File: src/rtl/instr_fetch_unit.sv
// Sequential instruction fetch with a 2-entry prefetch queue and a redirect port.
// Optional misaligned-redirect fault state: define FETCH_MISALIGN_CHK_EN.
module instr_fetch_unit #(
  parameter int          ADDR_WIDTH = 5,
  parameter logic [31:0] RESET_PC   = 32'h0000_0000
) (
  input  logic                  clk,
  input  logic                  rst_n,
  output logic [ADDR_WIDTH-1:0] imem_addr,
  input  logic [31:0]           imem_data,
  input  logic                  redirect_valid,
  input  logic [31:0]           redirect_pc,
  output logic                  ins_valid,
  input  logic                  ins_ready,
  output logic [31:0]           ins_out,
  output logic [31:0]           ins_pc,
  output logic                  fetch_fault
);
  localparam logic [31:0] NOP = 32'h0000_0013;

  // Entry 0 is always the head; a pop shifts entry 1 down.
  logic [1:0][31:0] q_ins_q, q_ins_d;
  logic [1:0][31:0] q_pc_q, q_pc_d;
  logic [1:0]       count_q, count_d;
  logic [31:0]      fpc_q, fpc_d;
  logic             run, push, pop;

`ifdef FETCH_MISALIGN_CHK_EN
  typedef enum logic {RUN, FAULT} state_t;
  state_t st_q, st_d;
  assign run         = (st_q == RUN);
  assign fetch_fault = (st_q == FAULT);
`else
  logic unused_rpc_lsbs;
  assign unused_rpc_lsbs = ^redirect_pc[1:0];
  assign run         = 1'b1;
  assign fetch_fault = 1'b0;
`endif

  assign ins_valid = (count_q != 2'd0);
  assign pop       = ins_valid && ins_ready;
  assign push      = run && !redirect_valid && ((count_q != 2'd2) || pop);
  assign imem_addr = fpc_q[ADDR_WIDTH+1:2];
  assign ins_out   = ins_valid ? q_ins_q[0] : NOP;
  assign ins_pc    = ins_valid ? q_pc_q[0]  : 32'd0;

  always_comb begin
    q_ins_d = q_ins_q;
    q_pc_d  = q_pc_q;
    count_d = count_q;
    fpc_d   = fpc_q;
`ifdef FETCH_MISALIGN_CHK_EN
    st_d    = st_q;
`endif
    if (redirect_valid) begin
      count_d = 2'd0;
      fpc_d   = {redirect_pc[31:2], 2'b00};
`ifdef FETCH_MISALIGN_CHK_EN
      st_d    = (redirect_pc[1:0] != 2'b00) ? FAULT : RUN;
`endif
    end else begin
      if (pop) begin
        q_ins_d[0] = q_ins_q[1];
        q_pc_d[0]  = q_pc_q[1];
        count_d    = count_q - 2'd1;
      end
      // After any pop, count_d is 0 or 1 here, so bit 0 is the tail slot.
      if (push) begin
        q_ins_d[count_d[0]] = imem_data;
        q_pc_d[count_d[0]]  = fpc_q;
        count_d             = count_d + 2'd1;
        fpc_d               = fpc_q + 32'd4;
      end
    end
  end

  always_ff @(posedge clk or negedge rst_n) begin
    if (!rst_n) begin
      q_ins_q <= '0;
      q_pc_q  <= '0;
      count_q <= 2'd0;
      fpc_q   <= RESET_PC;
`ifdef FETCH_MISALIGN_CHK_EN
      st_q    <= RUN;
`endif
    end else begin
      q_ins_q <= q_ins_d;
      q_pc_q  <= q_pc_d;
      count_q <= count_d;
      fpc_q   <= fpc_d;
`ifdef FETCH_MISALIGN_CHK_EN
      st_q    <= st_d;
`endif
    end
  end
endmodule

File: config.mk
export PLATFORM = sky130hd
export DESIGN_NAME = instr_fetch_unit
export DESIGN_NICKNAME = d
export VERILOG_FILES = /design/src/rtl/instr_fetch_unit.sv
export SDC_FILE = /design/constraint.sdc
export NUM_CORES = 1
export LEC_CHECK = 0
export ABC_AREA = 1
export BUFFER_PORTS_ARGS = -buffer_cell sky130_fd_sc_hd__buf_4
export CAP_MARGIN = 10
export CORE_MARGIN = 2
export CORE_UTILIZATION = 40
export DETAILED_ROUTE_END_ITERATION = 8
export GPL_ROUTABILITY_DRIVEN = 1
export PLACE_DENSITY_LB_ADDON = 0.25
export SLEW_MARGIN = 20
export SYNTH_ARGS = -nofsm -noshare
export SYNTH_HDL_FRONTEND = slang
export SYNTH_SLANG_ARGS = --single-unit
File: constraint.sdc
create_clock -name clk -period 8.1 [get_ports clk]
set_clock_uncertainty 0.2 [all_clocks]
set_input_delay 1.62 -clock clk [delete_from_list [all_inputs] [get_ports clk]]
set_output_delay 1.62 -clock clk [all_outputs]
set_load 0.02 [all_outputs]
Yosys cells after proc, flatten, opt, wreduce, memory -nomap -nowiden
Index checks and enable logic that the tools add are counted.

Word-level logic and storage cells: 39. Output and inout port bits: 71. Register bits: 162.

Reduce and logical (&&, ||, !) cells: 8. Mux-type cells: 18. Bitwise operators: 1. Equality and inequality tests: 1. $add $sub $neg: 3. Magnitude comparators: 2.

Operators by type and width (number): $mux 32 (11); $bwmux 64 (2); $add 32x3->32 const B (1); $demux 32 s1 (1); $mux 2 (4); $reduce_bool 2->1 (2); $logic_and 1x1->1 (3); $add 2x1->2 const B (1); $lt 1x2->1 const B (1); $ne 2x2->1 const B (1); $reduce_and 2->1 (1); $sub 2x1->2 const B (1); $ge 1x1->1 const B (1); $logic_not 1->1 (1); $logic_or 1x1->1 (1); $not 1->1 (1).

Logic depth before layout (Yosys ltp)
Word-level depth: 10. Gate-level depth with buffers: 14. Depth with buffers taken out: 12.

Worst setup path before layout
No wires, ideal clock.

Path type: input-to-reg. Start: input ins_ready. End: register q_ins_q[61] in the netlist's numbering. Buffers on the path: 3. Setup time: 0.125 ns. Setup slack: 4.392 ns. Required time: 7.775 ns. Stages on the path: 9. Data arrival time: 3.383 ns. Cell sequence: nand2_4 > nand2_4 > inv_2 > nor2_8 > buf_1 > ha_1 > clkbuf_1 > clkbuf_1 > mux2_2.

Longest elaborated chain between the ends: 8.

Ends and longest elaborated chain: start, declared (line 14) `input logic ins_ready,`; $logic_and 1x1->1 (*) (line 41) `assign pop = ins_valid && ins_ready;`; $mux 2 (line 62) `if (pop) begin`; $mux 2 (line 55) `if (redirect_valid) begin`; $lt 1x2->1 (implied by the code) or $ge 1x1->1 (tied branches) (line 69) `q_ins_d[count_d[0]] = imem_data;`; $logic_and 1x1->1 (implied by the code) (line 69); $mux 32 (implied by the code) (line 69); $demux 32 s1 (line 69); $bwmux 64 (line 69); end signal, assigned (line 87) `q_ins_q <= q_ins_d;`; end, declared (line 22) `logic [1:0][31:0] q_ins_q, q_ins_d;`.

Every way passes the cells marked *; elsewhere a longest branch is shown, timed or not. The select of a mux whose other input is x is not followed. A chain may end at the register's enable or synchronous reset.

Final worst setup path
Start: input ins_ready. End: register q_ins_q[3] in the netlist's numbering.

Longest elaborated chain between the ends: 9.

Ends and longest elaborated chain: $logic_and 1x1->1 (*) (line 41); $mux 2 (line 62); $mux 2 (line 55); $lt 1x2->1 (implied by the code) or $ge 1x1->1 (tied branches) (line 69); $logic_and 1x1->1 (implied by the code) (line 69); $mux 32 (implied by the code) (line 69); $demux 32 s1 (line 69); $bwmux 64 (line 69); $mux 32 (*) (line 68) `if (push) begin`.

Marked as above.

==> impl_metrics.env <==
export IMPL_syn2layout_area_growth_pct=19.6
export IMPL_placementRows=52
export IMPL_min_path_cells=2
export IMPL_ant_nets=0
export IMPL_report_final_slew_viol_count=0
export IMPL_dr_pass1_iters=5
export IMPL_num_vias=7290
export IMPL_hold_class="register to register"
export IMPL_pin_count=139
export IMPL_grt_ovfl_total=0
export IMPL_cts_setup_buffers=0
export IMPL_drive_above_1_share_pct=16.9
export IMPL_synth_top_area_share_pct=47.5
export IMPL_post_drt_wl_per_cell_um=14.7
export IMPL_fin_cells=1474
export IMPL_synth_fp_nets=1172
export IMPL_stdcell_area_um2=9950
export IMPL_clk_path_buf_depth=2
export IMPL_startpoint_type="primary input"
export IMPL_timing_rr_end="q_ins_q[3]"
export IMPL_cts_tree="done"
export IMPL_antenna_cells=0
export IMPL_cts_sinks=158
export IMPL_worstSetupPathType="primary input to register"
export IMPL_synth_top_area_cell="dfrtp_1"
export IMPL_post_route_period_util_pct=62.5
export IMPL_power_density_nw_per_um2=372
export IMPL_p_int_uw=2160
export IMPL_synthTopCellsByArea="dfrtp_1, nand2_1, nor2_1"
export IMPL_grt_use_total_pct=20.5
export IMPL_ff2ff_setup_slack_ps=3560
export IMPL_routabilityCongestion=0.898
export IMPL_antenna_found_initial=0
export IMPL_via_per_inst=4.95
export IMPL_hold_viol=0
export IMPL_post_cts_resize_count=0
export IMPL_maxCapViolCount=0
export IMPL_netlist_instances=1100
export IMPL_rr_startpoint="count_q[0]"
export IMPL_rsz0062_at_grt="false"
export IMPL_fp_dieH_um=148
export IMPL_die_x_um=148
export IMPL_crit_path_end_kind="register"
export IMPL_hold_path_end="q_pc_q[0]"
export IMPL_grt_pass1_vias=7000
export IMPL_syn_area_per_cell_um2=7.57
export IMPL_setup_tns_final_ps=0
export IMPL_yosysSeqAreaShare_pct=47.5
export IMPL_first_iter_violations=400
export IMPL_cts_hold_buf=0
export IMPL_cts_root_buf="clkbuf_16"
export IMPL_setup_slack_ps=3040
export IMPL_required_ps=8180
export IMPL_design_core_area_um2=20300
export IMPL_synth_distinct_cells=37
export IMPL_min_period_ps=5060
export IMPL_final_nets=1263
export IMPL_power_frac_seq_pct=36.0
export IMPL_slew_headroom_pct=33.0
export IMPL_port_buffers=135
export IMPL_hpwl_mm=14.1
export IMPL_drc=0
export IMPL_place_ws_ps=2590
export IMPL_pwr_share_clk_pct=21.3
export IMPL_finalWirelength_mm=21.6
export IMPL_switching_power_uw=1550
export IMPL_fmax_mhz=198
export IMPL_ys_ff_latch=158
export IMPL_status="finished clean"
export IMPL_sw_frac_of_total_pct=41.8
export IMPL_setup_violations_final=0
export IMPL_dieArea_um2=22000
export IMPL_irDropWorstVdd_mv=0.205
export IMPL_r2r_cells=12
export IMPL_grt_pass1_wl_mm=35.9
export IMPL_cts_max_level=4
export IMPL_dp_cells=1442
export IMPL_tightestPinTransition_ps=1000
export IMPL_path_clk_slew_ps=70
export IMPL_whs_ps=296
export IMPL_syn_area_um2=8320
export IMPL_hold_path_startpoint="q_pc_q[0]"
export IMPL_placed_cell_area_um2=9380
export IMPL_synth_warnings=0
export IMPL_pwr_share_comb_pct=42.7
export IMPL_numCtsBuffers=17
export IMPL_initial_core_util_pct=41.0
export IMPL_grt_max_degree=98
export IMPL_insertion_delay_ps=430
export IMPL_cp_max_fo=97
export IMPL_worstPathArrival_ps=5140
export IMPL_power_leakage_uw=0.00479
## cell usage after synthesis
library cell  instances
o21ai_1               3
ha_1                  4
nor3_1                2
clkbuf_1             34
nor2_1              176
inv_4                 1
o211ai_2              4
nand4_1               1
buf_6                 5
nor3b_1               2
o221ai_2              1
clkbuf_2              1
inv_2                 2
nand3_1             127
nand2_2               1
o211ai_1             35
o21ai_0             101
buf_1                 3
or2_2                 1
xnor2_1               3
xor2_1                5
nor2_8                1
buf_4                11
buf_2                14
a31oi_1               1
nand2_4               3
xor2_2                1
conb_1                1
nand2_1             221
nor2_2                1
dfrtp_1             158
a21oi_1               9
mux2_2               13
nand3b_1              1
clkinv_1              1
inv_1               151
o21bai_1              1
## state kept, by name (all words and copies together), names as in the netlist
name and flops:
fpc_q 30, q_ins_q 64, count_q 2, q_pc_q 62
## cells by family after synthesis
logic type	count (synthesis)	synth area share, %
AND/OR/NAND/NOR	537	26.9
flip-flops	158	47.5
XOR/XNOR	9	1.04
other	1	0.0451
buffers and inverters	223	11.3
AO/OA/AOI/OAI	155	10.9
multiplexers	13	1.76
adder cells (fa/ha/maj)	4	0.601
## final cells by class
class,count,area [um^2]
repair buffers,140,1050
flip-flops and latches,158,3950
clock inverters,14,134
fillers,2070,10300
multi-input cells,719,3450
well taps,270,338
clock buffers,18,439
inverters,155,584
## metal layers
layer / track usage (%) / up-vias / share of wire (%)
li1: - / 3640 / -
met2: 33.0 / 139 / 47
met3: 3.87 / 20 / 4.4
met5: 0 / - / 0
met1: 28.3 / 3491 / 47
met4: 6.33 / 0 / 1.6
## power by group through the flow
stage          sequential (uW)  combinational, uW  clock, uW
2_1_floorplan             1280               1160          0
3_3_place_gp              1330               1570          0
3_5_place_dp              1340               1600          0
4_1_cts                   1330               1610        805
5_1_grt                   1380               1790        838
6_report                  1330               1580        787
## placed cells by master, fill, tap and decap left out, types with 3 or more instances in the layout
cell type   synthesis  layout
a21oi_1             9       9
buf_4              11     139
clkbuf_16           0      17
clkinvlp_4          0       4
dfrtp_1           158     158
inv_1             151     151
inv_6               0       5
mux2_2             13      13
nand2_1           221     221
nand2_4             3       3
nand3_1           127     127
nor2_1            176     176
o211ai_1           35      35
o211ai_2            4       4
o21ai_0           101     101
o21ai_1             3       3
xnor2_1             3       3
xor2_1              5       5
## per-stage QoR
stage               power [uW]  util [%]
floorplan                 2440         -
global placement          2900      46.2
detailed placement        2950      46.2
CTS                       3750      49.0
global route              4010      49.0
finish                    3700      49.0
## critical path, cell delays in order
cell and delay [ps]:
buf_4 100, nand2_4 220, nand2_4 180, inv_2 80, nor2_8 640, nand2_4 750
nand2_2 1040, inv_1 220, nand2_1 140, o211ai_2 80
## how the worst max path moves through the flow
stage / slack, ps / from / depth (start not counted) / endpoint
6_report: 3040 / ins_ready / 10 / q_ins_q[3]
5_1_grt: 2710 / ins_ready / 10 / q_ins_q[8]
4_1_cts: 3040 / ins_ready / 10 / q_ins_q[8]
3_5_place_dp: 2590 / ins_ready / 10 / q_ins_q[3]
3_3_place_gp: 2590 / ins_ready / 10 / q_ins_q[3]
2_1_floorplan: 4390 / ins_ready / 9 / q_ins_q[61]
(Power assumes the default switching activity.)
